### src/rtl/extensor_pkg.sv
// Shared types and constants for the pipelined immediate extender.
// Load sel codes are only meaningful when EXTENSOR_LOAD_EN is defined.
package extensor_pkg;

   typedef enum logic [2:0] {
      FMT_I       = 3'd0,
      FMT_S       = 3'd1,
      FMT_SB      = 3'd2,
      FMT_U       = 3'd3,
      FMT_UJ      = 3'd4,
      FMT_SHAMT   = 3'd5,
      FMT_LOAD    = 3'd6,
      FMT_ILLEGAL = 3'd7
   } fmt_t;

   localparam logic [6:0] OP_IMM    = 7'b0010011;
   localparam logic [6:0] OP_LOAD   = 7'b0000011;
   localparam logic [6:0] OP_JALR   = 7'b1100111;
   localparam logic [6:0] OP_SYSTEM = 7'b1110011;
   localparam logic [6:0] OP_STORE  = 7'b0100011;
   localparam logic [6:0] OP_BRANCH = 7'b1100011;
   localparam logic [6:0] OP_LUI    = 7'b0110111;
   localparam logic [6:0] OP_AUIPC  = 7'b0010111;
   localparam logic [6:0] OP_JAL    = 7'b1101111;

   localparam logic [3:0] SEL_LB  = 4'd8;
   localparam logic [3:0] SEL_LH  = 4'd9;
   localparam logic [3:0] SEL_LW  = 4'd10;
   localparam logic [3:0] SEL_LD  = 4'd11;
   localparam logic [3:0] SEL_LBU = 4'd12;
   localparam logic [3:0] SEL_LHU = 4'd13;
   localparam logic [3:0] SEL_LWU = 4'd14;

endpackage

### src/rtl/extensor_core.sv
// Combinational immediate extraction and opcode auto-decode.
// EXTENSOR_LOAD_EN adds load-data extraction (sel 8-14).
module extensor_core
   import extensor_pkg::*;
#(
   parameter int XLEN = 64
) (
   input  logic [31:0]     instr,
   input  logic [3:0]      sel,
   input  logic            auto_sel,
`ifdef EXTENSOR_LOAD_EN
   input  logic [XLEN-1:0] ld_data,
   input  logic [2:0]      ld_off,
`endif
   output logic [XLEN-1:0] imm,
   output fmt_t            fmt,
   output logic            err
);

   logic [6:0]  opcode_s;
   logic [2:0]  funct3_s;
   fmt_t        fmt_s;
   logic [63:0] imm64_s;

   assign opcode_s = instr[6:0];
   assign funct3_s = instr[14:12];

`ifdef EXTENSOR_LOAD_EN
   logic [63:0] ld_shift_s;
   logic [63:0] ld_val_s;
   logic        ld_legal_s;
   logic        ld_in_range_s;

   // Offsets past the data word only exist for the narrow datapath.
   assign ld_shift_s    = 64'(ld_data) >> {ld_off, 3'b000};
   assign ld_in_range_s = (XLEN == 64) || (ld_off[2] == 1'b0);

   // Select and extend the addressed load field; flag misalignment.
   always_comb begin
      ld_val_s   = 64'd0;
      ld_legal_s = 1'b0;
      case (sel)
         SEL_LB:  begin ld_val_s = {{56{ld_shift_s[7]}}, ld_shift_s[7:0]};    ld_legal_s = ld_in_range_s; end
         SEL_LH:  begin ld_val_s = {{48{ld_shift_s[15]}}, ld_shift_s[15:0]};  ld_legal_s = ld_in_range_s && (ld_off[0] == 1'b0); end
         SEL_LW:  begin ld_val_s = {{32{ld_shift_s[31]}}, ld_shift_s[31:0]};  ld_legal_s = ld_in_range_s && (ld_off[1:0] == 2'b00); end
         SEL_LD:  begin ld_val_s = ld_shift_s;                                 ld_legal_s = (XLEN == 64) && (ld_off == 3'b000); end
         SEL_LBU: begin ld_val_s = {56'd0, ld_shift_s[7:0]};                   ld_legal_s = ld_in_range_s; end
         SEL_LHU: begin ld_val_s = {48'd0, ld_shift_s[15:0]};                  ld_legal_s = ld_in_range_s && (ld_off[0] == 1'b0); end
         SEL_LWU: begin ld_val_s = {32'd0, ld_shift_s[31:0]};                  ld_legal_s = (XLEN == 64) && (ld_off[1:0] == 2'b00); end
         default: begin ld_val_s = 64'd0;                                      ld_legal_s = 1'b0; end
      endcase
   end
`endif

   // Format decision: opcode table when auto_sel, otherwise the sel code.
   always_comb begin
      fmt_s = FMT_ILLEGAL;
      if (auto_sel) begin
         case (opcode_s)
            OP_IMM: begin
               if ((funct3_s == 3'b001) || (funct3_s == 3'b101)) fmt_s = FMT_SHAMT;
               else                                               fmt_s = FMT_I;
            end
            OP_LOAD, OP_JALR, OP_SYSTEM: fmt_s = FMT_I;
            OP_STORE:                    fmt_s = FMT_S;
            OP_BRANCH:                   fmt_s = FMT_SB;
            OP_LUI, OP_AUIPC:            fmt_s = FMT_U;
            OP_JAL:                      fmt_s = FMT_UJ;
            default:                     fmt_s = FMT_ILLEGAL;
         endcase
      end else begin
         case (sel)
            4'd0:    fmt_s = FMT_I;
            4'd1:    fmt_s = FMT_S;
            4'd2:    fmt_s = FMT_SB;
            4'd3:    fmt_s = FMT_U;
            4'd4:    fmt_s = FMT_UJ;
            4'd5:    fmt_s = FMT_SHAMT;
`ifdef EXTENSOR_LOAD_EN
            SEL_LB, SEL_LH, SEL_LW, SEL_LD, SEL_LBU, SEL_LHU, SEL_LWU: begin
               if (ld_legal_s) fmt_s = FMT_LOAD;
               else            fmt_s = FMT_ILLEGAL;
            end
`endif
            default: fmt_s = FMT_ILLEGAL;
         endcase
      end
   end

   // Build the full 64-bit immediate; narrow datapaths take the low bits.
   always_comb begin
      imm64_s = 64'd0;
      case (fmt_s)
         FMT_I:     imm64_s = {{52{instr[31]}}, instr[31:20]};
         FMT_S:     imm64_s = {{52{instr[31]}}, instr[31:25], instr[11:7]};
         FMT_SB:    imm64_s = {{51{instr[31]}}, instr[31], instr[7], instr[30:25], instr[11:8], 1'b0};
         FMT_U:     imm64_s = {{32{instr[31]}}, instr[31:12], 12'd0};
         FMT_UJ:    imm64_s = {{43{instr[31]}}, instr[31], instr[19:12], instr[20], instr[30:21], 1'b0};
         FMT_SHAMT: imm64_s = (XLEN == 64) ? {58'd0, instr[25:20]} : {59'd0, instr[24:20]};
`ifdef EXTENSOR_LOAD_EN
         FMT_LOAD:  imm64_s = ld_val_s;
`endif
         default:   imm64_s = 64'd0;
      endcase
   end

   assign imm = imm64_s[XLEN-1:0];
   assign fmt = fmt_s;
   assign err = (fmt_s == FMT_ILLEGAL);

endmodule

### src/rtl/extensor_pipe.sv
// Buffered immediate extender: valid/ready input, DEPTH-entry result FIFO,
// saturating illegal-entry counter. Optional loads via EXTENSOR_LOAD_EN.
module extensor_pipe
   import extensor_pkg::*;
#(
   parameter int XLEN  = 64,
   parameter int DEPTH = 2,
   parameter int ERRW  = 16
) (
   input  logic            clk,
   input  logic            reset,
   input  logic            flush,
   input  logic            in_valid,
   output logic            in_ready,
   input  logic [31:0]     instr,
   input  logic [3:0]      sel,
   input  logic            auto_sel,
`ifdef EXTENSOR_LOAD_EN
   input  logic [XLEN-1:0] ld_data,
   input  logic [2:0]      ld_off,
`endif
   output logic            out_valid,
   input  logic            out_ready,
   output logic [XLEN-1:0] imm,
   output logic [2:0]      fmt,
   output logic            err,
   output logic [ERRW-1:0] err_count
);

   localparam int PTRW = (DEPTH > 1) ? $clog2(DEPTH) : 1;
   localparam int CNTW = PTRW + 1;

   logic [XLEN-1:0] core_imm_s;
   fmt_t            core_fmt_s;
   logic            core_err_s;

   logic [XLEN-1:0] imm_mem_q [DEPTH];
   fmt_t            fmt_mem_q [DEPTH];
   logic            err_mem_q [DEPTH];

   logic [PTRW-1:0] wr_ptr_q, wr_ptr_d;
   logic [PTRW-1:0] rd_ptr_q, rd_ptr_d;
   logic [CNTW-1:0] count_q, count_d;
   logic [ERRW-1:0] err_count_q, err_count_d;
   logic            in_ready_q, out_valid_q;
   logic            accept_s, pop_s;

   extensor_core #(.XLEN(XLEN)) u_core (
      .instr    (instr),
      .sel      (sel),
      .auto_sel (auto_sel),
`ifdef EXTENSOR_LOAD_EN
      .ld_data  (ld_data),
      .ld_off   (ld_off),
`endif
      .imm      (core_imm_s),
      .fmt      (core_fmt_s),
      .err      (core_err_s)
   );

   // flush wins over a same-cycle accept, so the word is never stored or counted.
   assign accept_s = in_valid & in_ready_q & ~flush;
   assign pop_s    = out_valid_q & out_ready;

   // Next-state for pointers, occupancy and the saturating error counter.
   always_comb begin
      wr_ptr_d    = wr_ptr_q;
      rd_ptr_d    = rd_ptr_q;
      count_d     = count_q;
      err_count_d = err_count_q;
      if (flush) begin
         wr_ptr_d = {PTRW{1'b0}};
         rd_ptr_d = {PTRW{1'b0}};
         count_d  = {CNTW{1'b0}};
      end else begin
         if (accept_s) wr_ptr_d = wr_ptr_q + PTRW'(1);
         else          wr_ptr_d = wr_ptr_q;
         if (pop_s)    rd_ptr_d = rd_ptr_q + PTRW'(1);
         else          rd_ptr_d = rd_ptr_q;
         case ({accept_s, pop_s})
            2'b10:   count_d = count_q + CNTW'(1);
            2'b01:   count_d = count_q - CNTW'(1);
            default: count_d = count_q;
         endcase
      end
      if (accept_s && core_err_s && (err_count_q != {ERRW{1'b1}})) err_count_d = err_count_q + ERRW'(1);
      else                                                         err_count_d = err_count_q;
   end

   // State registers and FIFO storage; handshake flags registered from count_d.
   always_ff @(posedge clk) begin
      if (reset) begin
         wr_ptr_q    <= {PTRW{1'b0}};
         rd_ptr_q    <= {PTRW{1'b0}};
         count_q     <= {CNTW{1'b0}};
         err_count_q <= {ERRW{1'b0}};
         in_ready_q  <= 1'b1;
         out_valid_q <= 1'b0;
         for (int i = 0; i < DEPTH; i++) begin
            imm_mem_q[i] <= {XLEN{1'b0}};
            fmt_mem_q[i] <= FMT_I;
            err_mem_q[i] <= 1'b0;
         end
      end else begin
         wr_ptr_q    <= wr_ptr_d;
         rd_ptr_q    <= rd_ptr_d;
         count_q     <= count_d;
         err_count_q <= err_count_d;
         in_ready_q  <= (count_d != CNTW'(DEPTH));
         out_valid_q <= (count_d != {CNTW{1'b0}});
         if (accept_s) begin
            imm_mem_q[wr_ptr_q] <= core_imm_s;
            fmt_mem_q[wr_ptr_q] <= core_fmt_s;
            err_mem_q[wr_ptr_q] <= core_err_s;
         end
      end
   end

   assign in_ready  = in_ready_q;
   assign out_valid = out_valid_q;
   assign imm       = imm_mem_q[rd_ptr_q];
   assign fmt       = fmt_mem_q[rd_ptr_q];
   assign err       = err_mem_q[rd_ptr_q];
   assign err_count = err_count_q;

endmodule

### config.mk
export PLATFORM = sky130hd
export DESIGN_NAME = extensor_pipe
export DESIGN_NICKNAME = d
export VERILOG_FILES = /design/src/rtl/extensor_pkg.sv /design/src/rtl/extensor_core.sv /design/src/rtl/extensor_pipe.sv
export SDC_FILE = /design/constraint.sdc
export NUM_CORES = 1
export LEC_CHECK = 0
export BUFFER_PORTS_ARGS = -buffer_cell sky130_fd_sc_hd__buf_2
export CORE_MARGIN = 2
export CORE_UTILIZATION = 55
export CTS_BUF_LIST = sky130_fd_sc_hd__clkbuf_4 sky130_fd_sc_hd__clkbuf_8
export DETAILED_ROUTE_END_ITERATION = 16
export PLACE_DENSITY = 0.82
export SYNTH_ARGS = -nofsm -noshare
export SYNTH_HDL_FRONTEND = slang
export SYNTH_SLANG_ARGS = --single-unit
### constraint.sdc
create_clock -name clk -period 4.3 [get_ports clk]
set_input_delay 0.43 -clock clk [delete_from_list [all_inputs] [get_ports clk]]
set_output_delay 0.43 -clock clk [all_outputs]
set_load 0.02 [all_outputs]
==> run summary, run 1 <==
The flow ran to the end, and the final reports show no timing, DRC or antenna violations. After routing the design area is a little under 6000 um2. Per report_power, the combinational group accounts for 14.7% of the total.

The clock skew came out at 0.00770 ns. The internal portion of the total power is 1390 uW. The number of hold buffers added after cts came out at 0. The worst min-delay path class is in -> reg. The area of the die came out at around 10000 um2. The count of flip-flops with a built-in enable after synthesis is 72. The total number of H-tree levels came out at 3. The half-perimeter wire length after placement is 8260 um. The number of antenna repair diodes came out at 0. The synthesized-area fraction occupied by adder cells is less than 1%. After synthesis, flip-flops and latches occupy 49.8% of the total area.

The count of mapped cells out of synthesis is 480. The total routing usage reported by global routing came out at 23.5%. The TritonCTS clock tree is yes. The first-pass GRT wire length came out at 18800 um. The power density over the cells came out at around 320 nW/um2. Among all flip-flop cells after synthesis, the most frequent one is sky130_fd_sc_hd__edfxtp_1. After clock tree synthesis, the clock-pin slew on the worst setup and hold paths is 0.09 ns. The share of the synthesized area in compound gates (AO/OA/AOI/OAI) is 12.7%.

The xor/xnor share of the synthesized area came out at 2.83%. Of the total power, the share spent switching nets is 27.9%. Of the total power, the clock network draws 31.7%.

The number of synthesized register bits came out at 95. The fraction of layout cells with a size suffix above 1 came out at 37.7%. The total wire length came out at 12200 um. The largest individual stage delay along the critical path comes from the cell sky130_fd_sc_hd__dfxtp_1. The reported net switching power came out at 538 uW. The mean post-synth cell area is 11.0 um2. The total of max-cap violations is 0. Setup repair after global routing left no endpoint under its margin. The number of distinct library cells after synthesis came out at 62. The largest net degree at the start of global routing is 37. The clock latency reported for the late side of the worst-skew pair is 0.37 ns. The actual transition at the worst max-transition pin came out at 1.14 ns. Headroom to the max-slew limit came out at 23.8%. The count of synthesis-stage warnings from yosys came out at 0. The endpoint type of the worst setup path is an output port. The synthesis-to-finish area growth came out at 12.8%. The number of antenna violations at the first check in global routing came out at 0. The static leakage is 0.00235 uW. The setup violation total in the final timing report came out at 0.

The number of nets in the synthesized netlist is 524. The number of global-route vias before repair came to between 3000 and 4000. The combined area of all synthesized cells is 5270 um2.

The TritonCTS buffer count is 9. The share of flip-flops with an asynchronous set or reset came out at 0%. The final number of hold-violating endpoints is 0. The global placer's final weighted congestion is 0.783. The number of ports placed on the die boundary came out at 128.

The layout net count came out at 606. The core area came out at just over 9000 um2. The total overflow reported by the global router is 0. The count of input and output buffers is around 130. For this configuration, the core starts out at a cell density of 56.8%. In the final routed layout, each cell accounts on average for 17.6 um.

In this design, the largest share of critical-path delay is due to flip-flops. The root buffer cell chosen for the clock tree is sky130_fd_sc_hd__clkbuf_8. STA puts the critical path data required time at 3.87 ns.

After Yosys synthesis, and, or, nand and nor cells account for 18.8% of the synthesized area. The kind of critical path is reg -> out. The longest clock path from root to sink contains 2 buffers. The final cycle utilization of the critical path is about 65%.

Multiplexer cells account for about 8.1% of the synthesized area. The DRC violation count after routing is 0. The highest fanout seen on the critical path is 20. The final sum of negative setup slack is 0 ns. The maximum clock rate is 0.360 GHz. The minimum clock period is 2.77 ns. The arrival time at the worst endpoint came out at 2.34 ns. The total placed instance area is ~5700 um2. The post-detailed-route via-to-cell ratio is 5.96.

The overall die width is 102 um. The final-layout worst hold slack is 0.374 ns. Sequential cells burn 53.5% of the power. By area, the combinational part of the netlist is dominated by simple AND/OR/NAND/NOR gates. The number of cells upsized or downsized after cts came out at 0. The count of final max-slew check failures is 0.

The via total after detailed routing came out at 4148. The detailed router finished its first iteration with 241 violations. The worst ir drop on vdd is 0.165 mV. The tree built by TritonCTS fans out to 95 sinks. The number of post-CTS setup repair buffers came out at 0. The number of iterations in the first detailed-routing pass is 5. The height of the die is 102 um. The number of rows created at floorplan is 35. For this run, the slowest stage of the critical path takes 1.00 ns.

The remaining antenna violation count after routing is 0. The critical path goes through buf_4, mux2_2, buf_2. The startpoint type of the worst setup path is a flip-flop. The buffering stage count on the worst path with inverters included is 2.
==> layout by cell type, fill, tap and decap left out, drive strengths merged, types with 4 or more instances in the layout <==
master    Yosys  routed
a211oi        5       5
nand2        37      37
nand4        17      17
mux2         38      38
buf          44     132
a21o          4       4
or2           4       4
nor4          5       5
nor2         54      54
o21ai        18      18
clkbuf       17      10
nand3        12      12
a31o          8       8
o32a          5       5
a21oi        11      11
nand4b        4       4
edfxtp       72      72
dfxtp        23      23
and3         13      13
nor3         22      22
a311oi       12      12
xnor2        15      15
clkinvlp      0       4
==> routing by layer <==
metal,vias up,GRT usage [%],wire length (um)
met1,2013,31.5,5230
met5,-,0,0
met2,199,38.7,5920
li1,1916,-,-
met3,20,4.92,887
met4,0,7.28,206
==> kinds of logic after synthesis <==
logic type,after synthesis
buffers and inverters,63
flip-flops,95
AO/OA/AOI/OAI,73
AND/OR/NAND/NOR,192
adder cells (fa/ha/maj),2
XOR/XNOR,17
multiplexers,38
==> power by group through the flow <==
stage          clock (uW)  combinational, uW  sequential, uW
2_1_floorplan           0                207            1050
3_3_place_gp            0                276            1050
3_5_place_dp            0                282            1050
4_1_cts               609                283            1030
5_1_grt               646                305            1040
6_report              613                284            1030
==> per-stage QoR <==
step | util [%] | power (uW) | setup WS, ns | cells
after CTS | 64.0 | 1930 | 1.52 | 696
after detailed placement | 61.8 | 1340 | 1.48 | 680
after floorplan | - | 1260 | 1.22 | 480
after global placement | 61.8 | 1330 | 1.55 | 680
after global routing | 64.0 | 1990 | 1.41 | 696
final | 64.0 | 1930 | 1.53 | 696
==> synth_stat cells (6+ instances only) <==
cell type	n	share of area, %
sky130_fd_sc_hd__buf_4	32	4.6
sky130_fd_sc_hd__nor3_1	22	2.1
sky130_fd_sc_hd__a21oi_1	8	0.76
sky130_fd_sc_hd__xnor2_1	15	2.5
sky130_fd_sc_hd__and3_1	13	1.5
sky130_fd_sc_hd__nand3_1	12	1.1
sky130_fd_sc_hd__nor2_1	54	3.8
sky130_fd_sc_hd__nand2_1	36	2.6
sky130_fd_sc_hd__edfxtp_1	72	41
sky130_fd_sc_hd__o21ai_0	6	0.57
sky130_fd_sc_hd__a31o_1	8	1.3
sky130_fd_sc_hd__mux2_2	36	7.7
sky130_fd_sc_hd__nand4_1	17	2.0
sky130_fd_sc_hd__clkbuf_1	17	1.2
sky130_fd_sc_hd__dfxtp_1	23	8.7
sky130_fd_sc_hd__buf_2	6	0.57
sky130_fd_sc_hd__a311oi_2	11	3.1
sky130_fd_sc_hd__o21ai_1	9	0.85
==> area by class of cell <==
type,instances,area (um2)
multi-input combinational,322,2280
clock buffer,10,131
fill,767,3340
sequential,95,2620
inverter,2,7.51
tap,129,161
timing repair buffer,132,673
clock inverter,6,68.8
==> worst paths after layout <==
check                        startpoint                        endpoint  slack (ns)  depth (start not counted)
setup / recovery              flip-flop                         imm[11]        1.53                          3
setup reg to reg    in_ready$_SDFF_PP1_      err_count[15]$_SDFFE_PP0P_        1.90                          6
hold reg to reg   count_q[1]$_SDFF_PP0_           count_q[1]$_SDFF_PP0_        0.54                          2
hold / removal                instr[14]  imm_mem_q[1][14]$_SDFFCE_PN0P_        0.37                          2
==> worst reg2reg max path, stage by stage, from the launching register on <==
cell and delay [ns]:
sky130_fd_sc_hd__dfxtp_1 0.34, sky130_fd_sc_hd__nand2_1 0.15, sky130_fd_sc_hd__nor3_1 0.24, sky130_fd_sc_hd__nand4_1 0.49
sky130_fd_sc_hd__nor4_2 0.61, sky130_fd_sc_hd__nand4_1 0.16, sky130_fd_sc_hd__mux2_1 0.32
==> sequential cells by signal (all words and copies together), names as in the netlist, named ones only <==
register   cells
fmt_mem_q      6
imm_mem_q     64
wr_ptr_q       1
err_count     16
out_valid      1
rd_ptr_q       1
err_mem_q      2
count_q        2
in_ready       1
Power figures use the tool's default switching activity.
==> inputs of run 2 (changes only) <==
==> constraint.sdc (replaced) <==
create_clock -name clk -period 2.8 [get_ports clk]
set_input_delay 0.28 -clock clk [delete_from_list [all_inputs] [get_ports clk]]
set_output_delay 0.28 -clock clk [all_outputs]
set_load 0.02 [all_outputs]
==> run summary, run 2 (synthesis gave the netlist of run 1 again) <==
The height of the die came out at 102 um (unchanged). The clock skew came out at 0.0146 ns (was 0.00770 ns). The total of max-cap violations came to 0 (unchanged). The endpoint of the worst register-to-register path is err_count[15]$_SDFFE_PP0P_ (unchanged). The fill cell instance count of the final layout came to 763 (was 767). The count of input and output buffers was 127 (unchanged). The number of ports placed on the die boundary came to 128 (unchanged). The worst-case reg-to-reg path depth is 6 (unchanged). The clock net sink count is 95 (unchanged). The overall die width was 102 um (unchanged). The area of the die is 10400 um2 (unchanged).

The power density over the cells came out at 478 nW/um2 (was 325 nW/um2). The post-route standard cell area excluding fillers is 6000 um2 (was 5940 um2). The DRC violation count after routing is 0 (unchanged).

The startpoint of the worst register-to-register path is in_ready$_SDFF_PP1_ (unchanged). The clock-pin transition on the worst setup and hold timing paths came out at 0.10 ns (was 0.09 ns). The total placed instance area is 5820 um2 (was 5740 um2). The headroom to the max-slew limit is 24.5% (was 23.8%). The post-detailed-route via-to-cell ratio came to 5.89 (was 5.96). The static leakage is 0.00241 uW (was 0.00235 uW).

The layout net count is 617 (was 606). The total area of multi-input combinational cells came out at 2280 um2 (unchanged). The number of rows created at floorplan came out at 35 (unchanged).

The clock tree root buffer cell is sky130_fd_sc_hd__clkbuf_8 (unchanged). The initial standard-cell utilization of the core came out at 56.8% (unchanged). The core area came out at 9280 um2 (unchanged). The first-pass GRT wire length came to 18500 um (was 18800 um). The kind of critical path is in -> reg (was reg -> out). The number of post-CTS setup repair buffers came out at 0 (unchanged). The total number of H-tree levels is 3 (unchanged).

The flip-flop count of the largest register after layout is 64 (unchanged). The fraction of layout cells with a size suffix above 1 came out at 38.9% (was 37.7%). The arrival time at the worst endpoint is 2.46 ns (was 2.34 ns). The maximum clock insertion buffer count was 2 (unchanged). The final number of hold-violating endpoints came to 0 (unchanged). The half-perimeter wire length after placement is 8340 um (was 8260 um).

The critical path required time is 3.00 ns (was 3.87 ns). Setup repair after global routing missed its margin: no (unchanged). The register ranked first by flip-flop count is imm_mem_q (unchanged).

The number of antenna repair diodes came to 0 (unchanged). The total routing usage reported by global routing came out at 23.1% (was 23.5%). Most frequent cells in the layout: 127 x sky130_fd_sc_hd__buf_2, 72 x sky130_fd_sc_hd__edfxtp_1, 54 x sky130_fd_sc_hd__nor2_1, 36 x sky130_fd_sc_hd__mux2_2, 36 x sky130_fd_sc_hd__nand2_1 (unchanged). The number of antenna violations at the first check in global routing is 0 (unchanged). The total overflow reported by the global router came out at 0 (unchanged). The final cycle utilization of the critical path came out at between 80% and 90%. The utilization of the core after routing is 64.7% (was 64.0%). The critical path starts at instr[4]. The remaining antenna violation count after routing is 0 (unchanged). The endpoint type of the worst setup path is a flip-flop (was output port). The count of final max-slew check failures is 0 (unchanged). The worst ir drop on vdd is 0.262 mV (was 0.165 mV). The violation count after the first detailed-routing iteration is 268 (was 241). The total wire length is 11900 um (was 12200 um). The worst path needs 2.26 ns of the cycle, external delays included.

The global placer's final weighted congestion came out at 0.925 (was 0.783). The routed length per instance came out at 16.9 um (was 17.6 um). The setup violation total in the final timing report is 0 (unchanged).

The synthesis-to-finish area growth was 13.9% (was 12.8%). The highest fanout seen on the critical path was 11 (was 20). The leading cell type in the layout, fill and taps excluded is sky130_fd_sc_hd__buf_2 (unchanged). The number of cells upsized or downsized after cts came out at 0 (unchanged). The number of iterations in the first detailed-routing pass came to 5 (unchanged). The startpoint type of the worst setup path is an input port (was flip-flop). The area taken by flip-flops and latches came out at 2620 um2 (unchanged). The worst min-delay path class is in -> reg (unchanged).

The number of global-route vias before repair came to 3906 (was 3816). The clock latency reported for the late side of the worst-skew pair was 0.37 ns (about the same). The number of hold buffers added after cts came out at 0 (unchanged). The via total after detailed routing came out at 4166 (was 4148). The TritonCTS buffer count is 9 (unchanged).

The maximum clock rate came out at about 0.44 GHz. The TritonCTS clock tree is yes (unchanged). The largest net degree at the start of global routing came out at 37 (unchanged). Status: complete, no violations (unchanged). The worst setup path endpoint is imm_mem_q[0][27]$_SDFFCE_PN0P_ (was imm[11]). The actual transition at the worst max-transition pin is 1.13 ns (was 1.14 ns).

The final sum of negative setup slack is 0 ns (unchanged). The worst-case register-to-register setup slack came out at 0.85 ns (was 1.90 ns).
## run 2: cell types whose count changed in the layout (fill, tap and decap cells not counted), sizes merged
cell	before	now
buf	132	143
clkinv	0	3
clkinvlp	4	1
inv	3	5
bufinv	1	0
clkbuf	10	9
## run 2: stage by stage
stage,instances,hold slack (ns),setup WS (ns),power (uW)
2_1_floorplan,480,0.491,0.443,1930
3_3_place_gp,691,0.498,0.262,2050
3_5_place_dp,691,0.509,0.212,2060
4_1_cts,707,0.205,0.590,2880
5_1_grt,707,0.219,0.409,2960
6_report,707,0.217,0.541,2870
## run 2: worst max-delay path: stages
cell                       delay (ns)
sky130_fd_sc_hd__buf_2           0.15
sky130_fd_sc_hd__or3b_4          0.43
sky130_fd_sc_hd__a21oi_2         0.27
sky130_fd_sc_hd__nor2_1          0.15
sky130_fd_sc_hd__a211oi_2        0.89
sky130_fd_sc_hd__a311oi_2        0.11
sky130_fd_sc_hd__nor2_1          0.17
## run 2: worst min path at each step
stage                                          from                              to  slack [ns]  cells after the start
after floorplan                           instr[12]  imm_mem_q[1][12]$_SDFFCE_PN0P_        0.49                      1
after detailed placement  err_count[1]$_SDFFE_PP0P_       err_count[1]$_SDFFE_PP0P_        0.51                      2
after CTS                                     flush           rd_ptr_q$_SDFFE_PP0P_        0.21                      2
final                                         flush           rd_ptr_q$_SDFFE_PP0P_        0.22                      2
after global placement    err_count[1]$_SDFFE_PP0P_       err_count[1]$_SDFFE_PP0P_        0.50                      2
after global routing                      instr[16]  imm_mem_q[1][16]$_SDFFCE_PN0P_        0.22                      2
## run 2: power by group
group | total (uW) | internal (uW) | leakage [uW] | switching [uW]
Clock | 841 | 334 | 0.0000919 | 507
Combinational | 443 | 149 | 0.00137 | 294
Sequential | 1590 | 1570 | 0.000943 | 17.4
## run 2: final cells by class
| type | instances | share of cell area (%) |
|---|---|---|
| clock buffer | 9 | 2.06 |
| clock inverter | 7 | 0.917 |
| inverter | 2 | 0.125 |
| multi-input combinational | 322 | 37.9 |
| sequential | 95 | 43.7 |
| tap | 129 | 2.69 |
| timing repair buffer | 143 | 12.6 |
## run 2: layer usage
metal	up-vias	track usage (%)	part of all wire [%]
met5	-	0	0
met4	0	11.1	2.4
met3	27	3.28	9.1
met2	237	38.5	49
met1	1958	29.8	40
li1	1944	-	-
